===== src/rtl/task_scheduler.sv =====
// task_scheduler: picks the highest-priority ready task, dispatches it for
// QUANTUM cycles on the shared op bus, and lets host commands use idle slots.
// Ports: CLK, RST (async, active-low), task_status (16b per slot: id|prio),
//   host_op/host_valid/host_ready (host command handshake), op_out/op_valid
//   (registered op bus), cur_id (running task id), busy (scheduler active).
// Optional: define TASK_SCHED_AGING_EN to add per-slot starvation aging.
module task_scheduler #(
    parameter int N_TASKS   = 8,
    parameter int QUANTUM   = 16,
    parameter int AGE_LIMIT = 8
) (
    input  logic                   CLK,
    input  logic                   RST,
    input  logic [16*N_TASKS-1:0]  task_status,
    input  logic [15:0]            host_op,
    input  logic                   host_valid,
    output logic                   host_ready,
    output logic [15:0]            op_out,
    output logic                   op_valid,
    output logic [3:0]             cur_id,
    output logic                   busy
);

    typedef enum logic [2:0] {
        S_IDLE, S_SELECT, S_DISPATCH, S_RUN, S_FINISH
    } state_t;

    state_t      r_state, w_next;
    logic [3:0]  r_slot;
    logic [7:0]  r_id;
    logic [7:0]  r_pri;
    logic [15:0] r_qcnt;

    logic        w_any;
    logic [3:0]  w_win_slot;
    logic [7:0]  w_win_id;
    logic [7:0]  w_win_pri;
    logic [7:0]  w_run_id;
    logic        w_abort;
    logic [15:0] w_op_nxt;
    logic        w_opv_nxt;
    logic [3:0]  w_cur_nxt;

`ifdef TASK_SCHED_AGING_EN
    logic [3:0]  r_age [N_TASKS];
    logic        w_aged;
`endif

    // Strict '>' while scanning upward keeps ties on the lowest slot.
    always_comb begin
        w_any      = 1'b0;
        w_win_slot = '0;
        w_win_id   = '0;
        w_win_pri  = '0;
        for (int k = 0; k < N_TASKS; k++) begin
            if (task_status[16*k+8 +: 8] != 8'h00) begin
                if (!w_any || task_status[16*k +: 8] > w_win_pri) begin
                    w_any      = 1'b1;
                    w_win_slot = 4'(k);
                    w_win_id   = task_status[16*k+8 +: 8];
                    w_win_pri  = task_status[16*k +: 8];
                end
            end
        end
`ifdef TASK_SCHED_AGING_EN
        // A starved slot overrides priority; first aged slot wins.
        w_aged = 1'b0;
        for (int k = 0; k < N_TASKS; k++) begin
            if (!w_aged && task_status[16*k+8 +: 8] != 8'h00
                && int'(r_age[k]) >= AGE_LIMIT) begin
                w_aged     = 1'b1;
                w_win_slot = 4'(k);
                w_win_id   = task_status[16*k+8 +: 8];
                w_win_pri  = task_status[16*k +: 8];
            end
        end
`endif
    end

    // The running task is tracked by slot; any id change there ends it.
    assign w_run_id   = task_status[16*int'(r_slot)+8 +: 8];
    assign w_abort    = (w_run_id != r_id);
    assign host_ready = (r_state != S_DISPATCH) && (r_state != S_FINISH);

    always_comb begin
        w_next    = r_state;
        w_op_nxt  = 16'h0000;
        w_opv_nxt = 1'b0;
        w_cur_nxt = cur_id;
        if (host_valid && host_ready) begin
            w_op_nxt  = host_op;
            w_opv_nxt = 1'b1;
        end
        unique case (r_state)
            S_IDLE: begin
                if (w_any) w_next = S_SELECT;
            end
            S_SELECT: begin
                w_next = w_any ? S_DISPATCH : S_IDLE;
            end
            S_DISPATCH: begin
                w_op_nxt  = {4'h0, r_id[3:0], 4'h7, 4'h0};
                w_opv_nxt = 1'b1;
                w_cur_nxt = r_id[3:0];
                w_next    = S_RUN;
            end
            S_RUN: begin
                if (w_abort) begin
                    w_cur_nxt = 4'h0;
                    w_next    = S_IDLE;
                end else if (r_qcnt == 16'(QUANTUM - 1)) begin
                    w_next = S_FINISH;
                end
            end
            S_FINISH: begin
                w_op_nxt  = {4'h0, r_id[3:0], 4'hF, 4'h0};
                w_opv_nxt = 1'b1;
                w_cur_nxt = 4'h0;
                w_next    = S_IDLE;
            end
            default: w_next = S_IDLE;
        endcase
    end

    always_ff @(posedge CLK or negedge RST) begin
        if (!RST) begin
            r_state  <= S_IDLE;
            r_slot   <= '0;
            r_id     <= '0;
            r_pri    <= '0;
            r_qcnt   <= '0;
            op_out   <= '0;
            op_valid <= 1'b0;
            cur_id   <= '0;
            busy     <= 1'b0;
        end else begin
            r_state  <= w_next;
            op_out   <= w_op_nxt;
            op_valid <= w_opv_nxt;
            cur_id   <= w_cur_nxt;
            busy     <= (w_next == S_DISPATCH) || (w_next == S_RUN)
                        || (w_next == S_FINISH);
            if (r_state == S_SELECT && w_any) begin
                r_slot <= w_win_slot;
                r_id   <= w_win_id;
                r_pri  <= w_win_pri;
            end
            if (r_state == S_DISPATCH) r_qcnt <= '0;
            else if (r_state == S_RUN) r_qcnt <= r_qcnt + 16'd1;
        end
    end

`ifdef TASK_SCHED_AGING_EN
    always_ff @(posedge CLK or negedge RST) begin
        if (!RST) begin
            for (int k = 0; k < N_TASKS; k++) r_age[k] <= '0;
        end else if (r_state == S_SELECT && w_any) begin
            for (int k = 0; k < N_TASKS; k++) begin
                if (task_status[16*k+8 +: 8] == 8'h00)
                    r_age[k] <= '0;
                else if (4'(k) == w_win_slot)
                    r_age[k] <= '0;
                else if (r_age[k] != 4'hF)
                    r_age[k] <= r_age[k] + 4'd1;
            end
        end
    end
`endif

endmodule


===== config.mk =====
export PLATFORM = sky130hd
export DESIGN_NAME = task_scheduler
export DESIGN_NICKNAME = d
export VERILOG_FILES = /design/src/rtl/task_scheduler.sv
export SDC_FILE = /design/constraint.sdc
export NUM_CORES = 1
export LEC_CHECK = 0
export CAP_MARGIN = 20
export CORE_AREA = 8 8 160 162
export DETAILED_ROUTE_END_ITERATION = 10
export DIE_AREA = 0 0 168 170
export PLACE_DENSITY = 0.49
export SYNTH_ARGS = -nofsm -noshare
export SYNTH_HDL_FRONTEND = slang
export SYNTH_SLANG_ARGS = --single-unit
export TNS_END_PERCENT = 5

===== constraint.sdc =====
create_clock -name CLK -period 2.75 [get_ports CLK]
set_clock_uncertainty 0.15 [all_clocks]
set_input_delay 0.55 -clock CLK [delete_from_list [all_inputs] [get_ports CLK]]
set_output_delay 0.55 -clock CLK [all_outputs]
set_load 0.1 [all_outputs]

* Yosys cells after proc, flatten, opt, wreduce, memory -nomap -nowiden
Cells that the tools add are included.
** Operators by class
- Add/subtract/negate cells :: 2
- $lt $le $gt $ge :: 7
- Equality and inequality tests :: 12
- Shift operators :: 1
- Mux-type cells :: 70
- Reduce and logical (&&, ||, !) cells :: 32
** Operators by type and width (number)
- $mux W8 :: 28
- $shiftx A128 B10 Y8 :: 1
- $reduce_bool A8 Y1 :: 8
- $gt A8 B8 Y1 :: 7
- $mux W4 :: 13
- $mux W16 :: 3
- $pmux W16 S2 :: 1
- $mux W1 :: 19
- $add A16 B1 Y16 const B :: 1
- $eq A16 B4 Y1 const B :: 1
- $eq A3 B2 Y1 const B :: 4
- $pmux W3 S4 :: 1
- $pmux W4 S3 :: 1
- $add A8 B4 Y9 const B :: 1
- $logic_or A1 B1 Y1 :: 9
- $mux W3 :: 3
- $ne A8 B8 Y1 :: 1
- $logic_not A1 Y1 :: 7
- $eq A3 B3 Y1 const B :: 2
- $eq A3 B1 Y1 const B :: 1
- $logic_and A1 B1 Y1 :: 3
- $logic_not A3 Y1 :: 1
- $ne A3 B2 Y1 const B :: 1
- $ne A3 B3 Y1 const B :: 1
- 6 further kinds :: 6
** Storage, ports and cells
- Bits in registers :: 53
- Input port bits :: 147
- Output and inout bits :: 23
- Logic and storage cells :: 132

* Depth between registers and ports, before layout
- Depth in word-level cells :: 35
- Gate-level depth with buffers :: 65
- Mapped depth without buffers :: 56

* Least setup slack after synthesis
No wires, ideal clock.
- Path kind :: in2reg
- Start :: input port task_status[12]
- End :: register r_id[0]
- Setup time :: 0.132 ns
- Arrival :: 12.268 ns
- Required time :: 2.468 ns
- Setup slack :: -9.800 ns
- Stages on the path :: 62
- Path buffers :: 11
- Cell sequence :: nor4_2 nand2_1 nand2_1 ha_1 and4_1 nand4_1 a21oi_1 a211oi_2 clkbuf_1 a32oi_1 ha_1 and4b_1 a211oi_1 o211ai_1 nand2_1 clkbuf_1 clkbuf_1 o21bai_1 [26 not listed] ha_1 a21o_1 a21oi_1 o2111ai_1 o2bb2ai_1 nand2_1 clkbuf_1 a31o_2 ha_1 nor2b_1 o211ai_1 a21oi_1 o22a_2 or2_1 buf_6 buf_12 a221oi_1 o22ai_1
** On the way
- Cells in the longest elaborated chain, start to end :: 31
** Ends and longest elaborated chain
- from (decl) :: line 14 : input logic [16*N_TASKS-1:0] task_status,
- $reduce_bool A8 Y1 (*) :: line 56 : if (task_status[16*k+8 +: 8] != 8'h00) begin
- $mux W8 or $mux W1 (tied branches) :: line 56
- $gt A8 B8 Y1 or $logic_not A1 Y1 (tied branches) :: line 57 : if (!w_any || task_status[16*k +: 8] > w_win_pri) begin
- $logic_or A1 B1 Y1 :: line 57
- $mux W8 or $mux W1 (tied branches) :: line 57
- $mux W8 or $mux W1 (tied branches) :: line 56
- $gt A8 B8 Y1 or $logic_not A1 Y1 (tied branches) :: line 57
- $logic_or A1 B1 Y1 :: line 57
- [15 not listed]
- $logic_or A1 B1 Y1 :: line 57
- $mux W8 or $mux W1 (tied branches) :: line 57
- $mux W8 or $mux W1 (tied branches) :: line 56
- $gt A8 B8 Y1 or $logic_not A1 Y1 (tied branches) :: line 57
- $logic_or A1 B1 Y1 :: line 57
- $mux W1 :: line 57
- $mux W1 :: line 56
- $logic_and A1 B1 Y1 :: line 143 : if (r_state == S_SELECT && w_any) begin
- to (signal assigned) :: line 145 : r_id <= w_win_id;
- to (decl) :: line 30 : logic [7:0] r_id;
Mark *: on every way between the ends. The rest lies on a longest branch, timed or not.
A chain may end at the register's enable or synchronous reset.

* Final worst setup path
- Start :: input port task_status[8]
- End :: register r_id[4]
The elaborated chain is that of the path after synthesis.

==> metrics.txt <==
status=finished with violations; failing checks=setup timing; CTS Root Cell=sky130_fd_sc_hd__clkbuf_16; Critical Path Sink Type=flip-flop; total of flip-flops plus latches after synthesis=52; cell type with the largest total area after synthesis=sky130_fd_sc_hd__dfrtp_1; Critical Path Start=task_status[8]; endpoint of the most critical register-to-register path=cur_id[0]; final-report max-slew violation count=0; hold slack final=0.06229 ns; worst-case vdd ir drop=0.8546 mV; maximum net fanout on the critical path=8; synthesized area=0.005627 mm^2; number of diodes=0; setup violators final=14; Routability Congestion=between 0.8 and 0.9; Switching Fraction=0.4838; detailed-route vias per instance=5.088; proportion of power drawn by combinational gates=0.841; PortBufs=169; Post-synth EDFFs=0; Net Count, Synth=879; number of routed nets with antenna violations=0; y dimension of the die=170 um; fraction of the cycle the final worst path needs=4.162; total clock buffers created by CTS=5; kind of start point of the critical path=primary input; clock latency of the later-clocked register in the worst-skew pair=0.29 ns; vias after detailed routing=7006; pin count of the biggest net entering global routing=23; slack of the critical path=-8.695 ns; leakage power total=0.004714 uW; DRT iter0 DRCs=395; Initial Util=0.2441; proportion of netlist area held by the largest area contributor=0.2313; FF-to-FF path depth=10; top area cells in the synthesized netlist=sky130_fd_sc_hd__dfrtp_1 23%, sky130_fd_sc_hd__ha_1 13%, sky130_fd_sc_hd__mux4_2 6.0%; share of cells above drive strength 1=0.3974; relative area change from synthesis to final layout=83.90%; Gate Count Post-Synth=675; required time at the worst-slack endpoint=about 2.8 ns; Detailed Routing Iterations Pass 1=5; power density normalized to cell area=1127 mW/mm^2; count of max-cap constraint violations=0; Max Clock Freq=about 87 MHz; hold violation total from the final report=0; design internal power=about 6000 uW; clock edge transition at the registers on the reported setup and hold paths=~0.070 ns; core area=0.02305 mm^2; first-pass GRT wire length=40030 um; setup slack at placement=-9.884 ns; Warnings, synthesis=0; CP max stage delay=0.40 ns; Worst Max-Slew Pin Slew=roughly 0.56 ns; Critical Path Slowest Stage Cell=sky130_fd_sc_hd__o31a_4; number of distinct library cell variants in the gate-level netlist after synthesis=69; category of the most critical setup path=primary input to flip-flop; commonest register cell after synthesis=sky130_fd_sc_hd__dfrtp_1; fin nets=1290; detailed placer's ending HPWL=20510 um; Slew HR=0.6270; Clock power frac=0.056; FF-to-FF setup slack=0.23 ns; setup repair after global routing missed its margin=yes; final routed DRC violation total=0; Horiz. Die Dim=~170 um; cell area after layout=a little over 0.01 mm^2; worst hold-check path type=primary input to asynchronous set/reset pin; number of levels the H-tree was split into=2; arrival time reported for the critical path endpoint=roughly 11 ns; wire length after detailed routing=25200 um; register area share after synthesis=0.2313; Seq pwr share=0.103; number of clock sinks=52; syn_area_per_cell=8.336 um^2; Congestion Overflow GR=0; total cell area at the placement stage=0.009316 mm^2; overall fraction of global-route tracks in use=0.1728; power dissipated by switching net loads=5641 uW; fraction of registers with async set/reset=1.000; total number of placement rows=56; Period minus WS final=11.44 ns; detail-routed net length per standard cell=~18 um; initial antenna violation count=7; Power Total=11660 uW; startpoint of the lowest-slack register-to-register path=r_slot[0]; die outline area=0.02856 mm^2; clock tree from TritonCTS=built; maximum root-to-sink buffer count=2; vias in the first global route=between 7000 and 8000; # IOs=170
==> power by group through the flow <==
stage	clock network, uW	logic [uW]	registers, uW
final	657	9800	1200
after detailed placement	0	7950	1210
after CTS	671	8870	1190
after global placement	0	7900	1210
after floorplan	0	4660	1970
after global routing	698	10600	1230
==> synth_stat cells (3+ instances only) <==
cell / number
sky130_fd_sc_hd__nand2_1: 82
sky130_fd_sc_hd__nor2_1: 58
sky130_fd_sc_hd__ha_1: 57
sky130_fd_sc_hd__a21oi_1: 55
sky130_fd_sc_hd__dfrtp_1: 52
sky130_fd_sc_hd__o21ai_0: 45
sky130_fd_sc_hd__clkbuf_1: 21
sky130_fd_sc_hd__a21o_1: 16
sky130_fd_sc_hd__inv_1: 16
sky130_fd_sc_hd__nand4_1: 16
sky130_fd_sc_hd__mux4_2: 15
sky130_fd_sc_hd__nand3_1: 15
sky130_fd_sc_hd__nor4_1: 15
sky130_fd_sc_hd__a221oi_1: 13
sky130_fd_sc_hd__and2_1: 12
sky130_fd_sc_hd__mux2i_1: 12
sky130_fd_sc_hd__a211oi_1: 10
sky130_fd_sc_hd__xor2_1: 10
sky130_fd_sc_hd__a22o_1: 9
sky130_fd_sc_hd__and3_1: 9
sky130_fd_sc_hd__nor2b_1: 9
sky130_fd_sc_hd__o211ai_1: 9
sky130_fd_sc_hd__a211o_1: 7
sky130_fd_sc_hd__nor3_1: 7
sky130_fd_sc_hd__a2bb2oi_1: 6
sky130_fd_sc_hd__a31o_2: 6
sky130_fd_sc_hd__a31oi_1: 6
sky130_fd_sc_hd__o21bai_1: 6
sky130_fd_sc_hd__o22ai_1: 6
sky130_fd_sc_hd__nand2b_1: 5
sky130_fd_sc_hd__o2bb2ai_1: 5
sky130_fd_sc_hd__o31ai_1: 4
sky130_fd_sc_hd__or3_1: 4
sky130_fd_sc_hd__a311oi_1: 3
sky130_fd_sc_hd__buf_2: 3
sky130_fd_sc_hd__buf_6: 3
sky130_fd_sc_hd__nor4_2: 3
sky130_fd_sc_hd__o21a_1: 3
sky130_fd_sc_hd__or4_4: 3
==> timing repair <==
item / in CTS / in global routing
buffers inserted: 19 / 12
cloned: 3 / 1
pin swaps: 40 / 41
resized for setup: 105 / 66
hold buffers: 0 / 0
setup endpoints to repair: 18 / 18
==> logic make-up after synthesis <==
kind of cell    Yosys count  share of synthesized area
flops                    52                     0.2313
buf+inv                  49                    0.04270
xor+xnor                 12                    0.01868
simple gates            248                     0.2186
fa+ha+maj                57                     0.1268
compound gates          228                     0.2740
mux                      29                    0.08806
==> flip-flops by register name, summed over array words and instances (netlist names) <==
name / cells
busy: 1
r_qcnt: 16
r_id: 8
r_slot: 3
cur_id: 4
op_out: 16
r_state: 3
op_valid: 1
==> worst max-delay path: cells and delay by family <==
kind                     cells  cell delay [ns]
adder cells (fa/ha/maj)      7             1.89
AND/OR/NAND/NOR             14             2.52
AO/OA/AOI/OAI               28             4.68
buffers and inverters       11             1.78
==> worst max path at each step <==
stage                   end  depth (start not counted)  slack, ns
CTS                 r_id[0]                         58      -8.48
global placement    r_id[0]                         58      -9.60
global route        r_id[0]                         63      -9.43
finish              r_id[4]                         60      -8.69
detailed placement  r_id[0]                         58      -9.88
floorplan           r_id[0]                         61      -8.64
==> final cells by class <==
type	count	area, um^2
clock buffer	6	138.9
clock inverter	2	13.76
fill	2235	12700
inverter	17	63.81
multi-input combinational	577	4753
sequential	52	1303
tap	290	362.8
timing repair buffer	433	3712
==> layout by cell type (no fill, tap or decap), types with 10 or more instances in the layout <==
cell type | Yosys | final
sky130_fd_sc_hd__a21o_1 | 16 | 15
sky130_fd_sc_hd__a21oi_1 | 55 | 37
sky130_fd_sc_hd__a21oi_2 | 0 | 16
sky130_fd_sc_hd__buf_4 | 1 | 267
sky130_fd_sc_hd__buf_6 | 3 | 15
sky130_fd_sc_hd__clkdlybuf4s50_1 | 0 | 109
sky130_fd_sc_hd__dfrtp_1 | 52 | 51
sky130_fd_sc_hd__dlygate4sd2_1 | 0 | 15
sky130_fd_sc_hd__dlymetal6s2s_1 | 0 | 11
sky130_fd_sc_hd__ha_1 | 57 | 45
sky130_fd_sc_hd__ha_4 | 0 | 12
sky130_fd_sc_hd__inv_1 | 16 | 16
sky130_fd_sc_hd__mux2i_1 | 12 | 10
sky130_fd_sc_hd__mux4_2 | 15 | 15
sky130_fd_sc_hd__nand2_1 | 82 | 75
sky130_fd_sc_hd__nand3_1 | 15 | 13
sky130_fd_sc_hd__nand4_1 | 16 | 16
sky130_fd_sc_hd__nor2_1 | 58 | 53
sky130_fd_sc_hd__nor4_1 | 15 | 15
sky130_fd_sc_hd__o21ai_0 | 45 | 36
sky130_fd_sc_hd__xor2_1 | 10 | 10
==> through the flow <==
stage	std cells	utilization	TNS, ns
6_report	1377	0.4489	-95.59
5_1_grt	1377	0.4489	-103.79
4_1_cts	1364	0.4313	-93.33
3_5_place_dp	1334	0.4041	-112.27
3_3_place_gp	1334	0.4041	-109.15
2_1_floorplan	675	-	-93.98
==> per-layer routing <==
layer  share of wire  routed length (um)  up-vias  track usage
li1                -                   -     3422            -
met2            0.47               11730      182       0.2883
met1            0.46               11670     3355       0.2277
met5          0.0034                  85        -            0
met4           0.010                 251       14      0.02873
met3           0.058                1464       33      0.03939
Note: power is estimated with default switching activity, not from simulation.
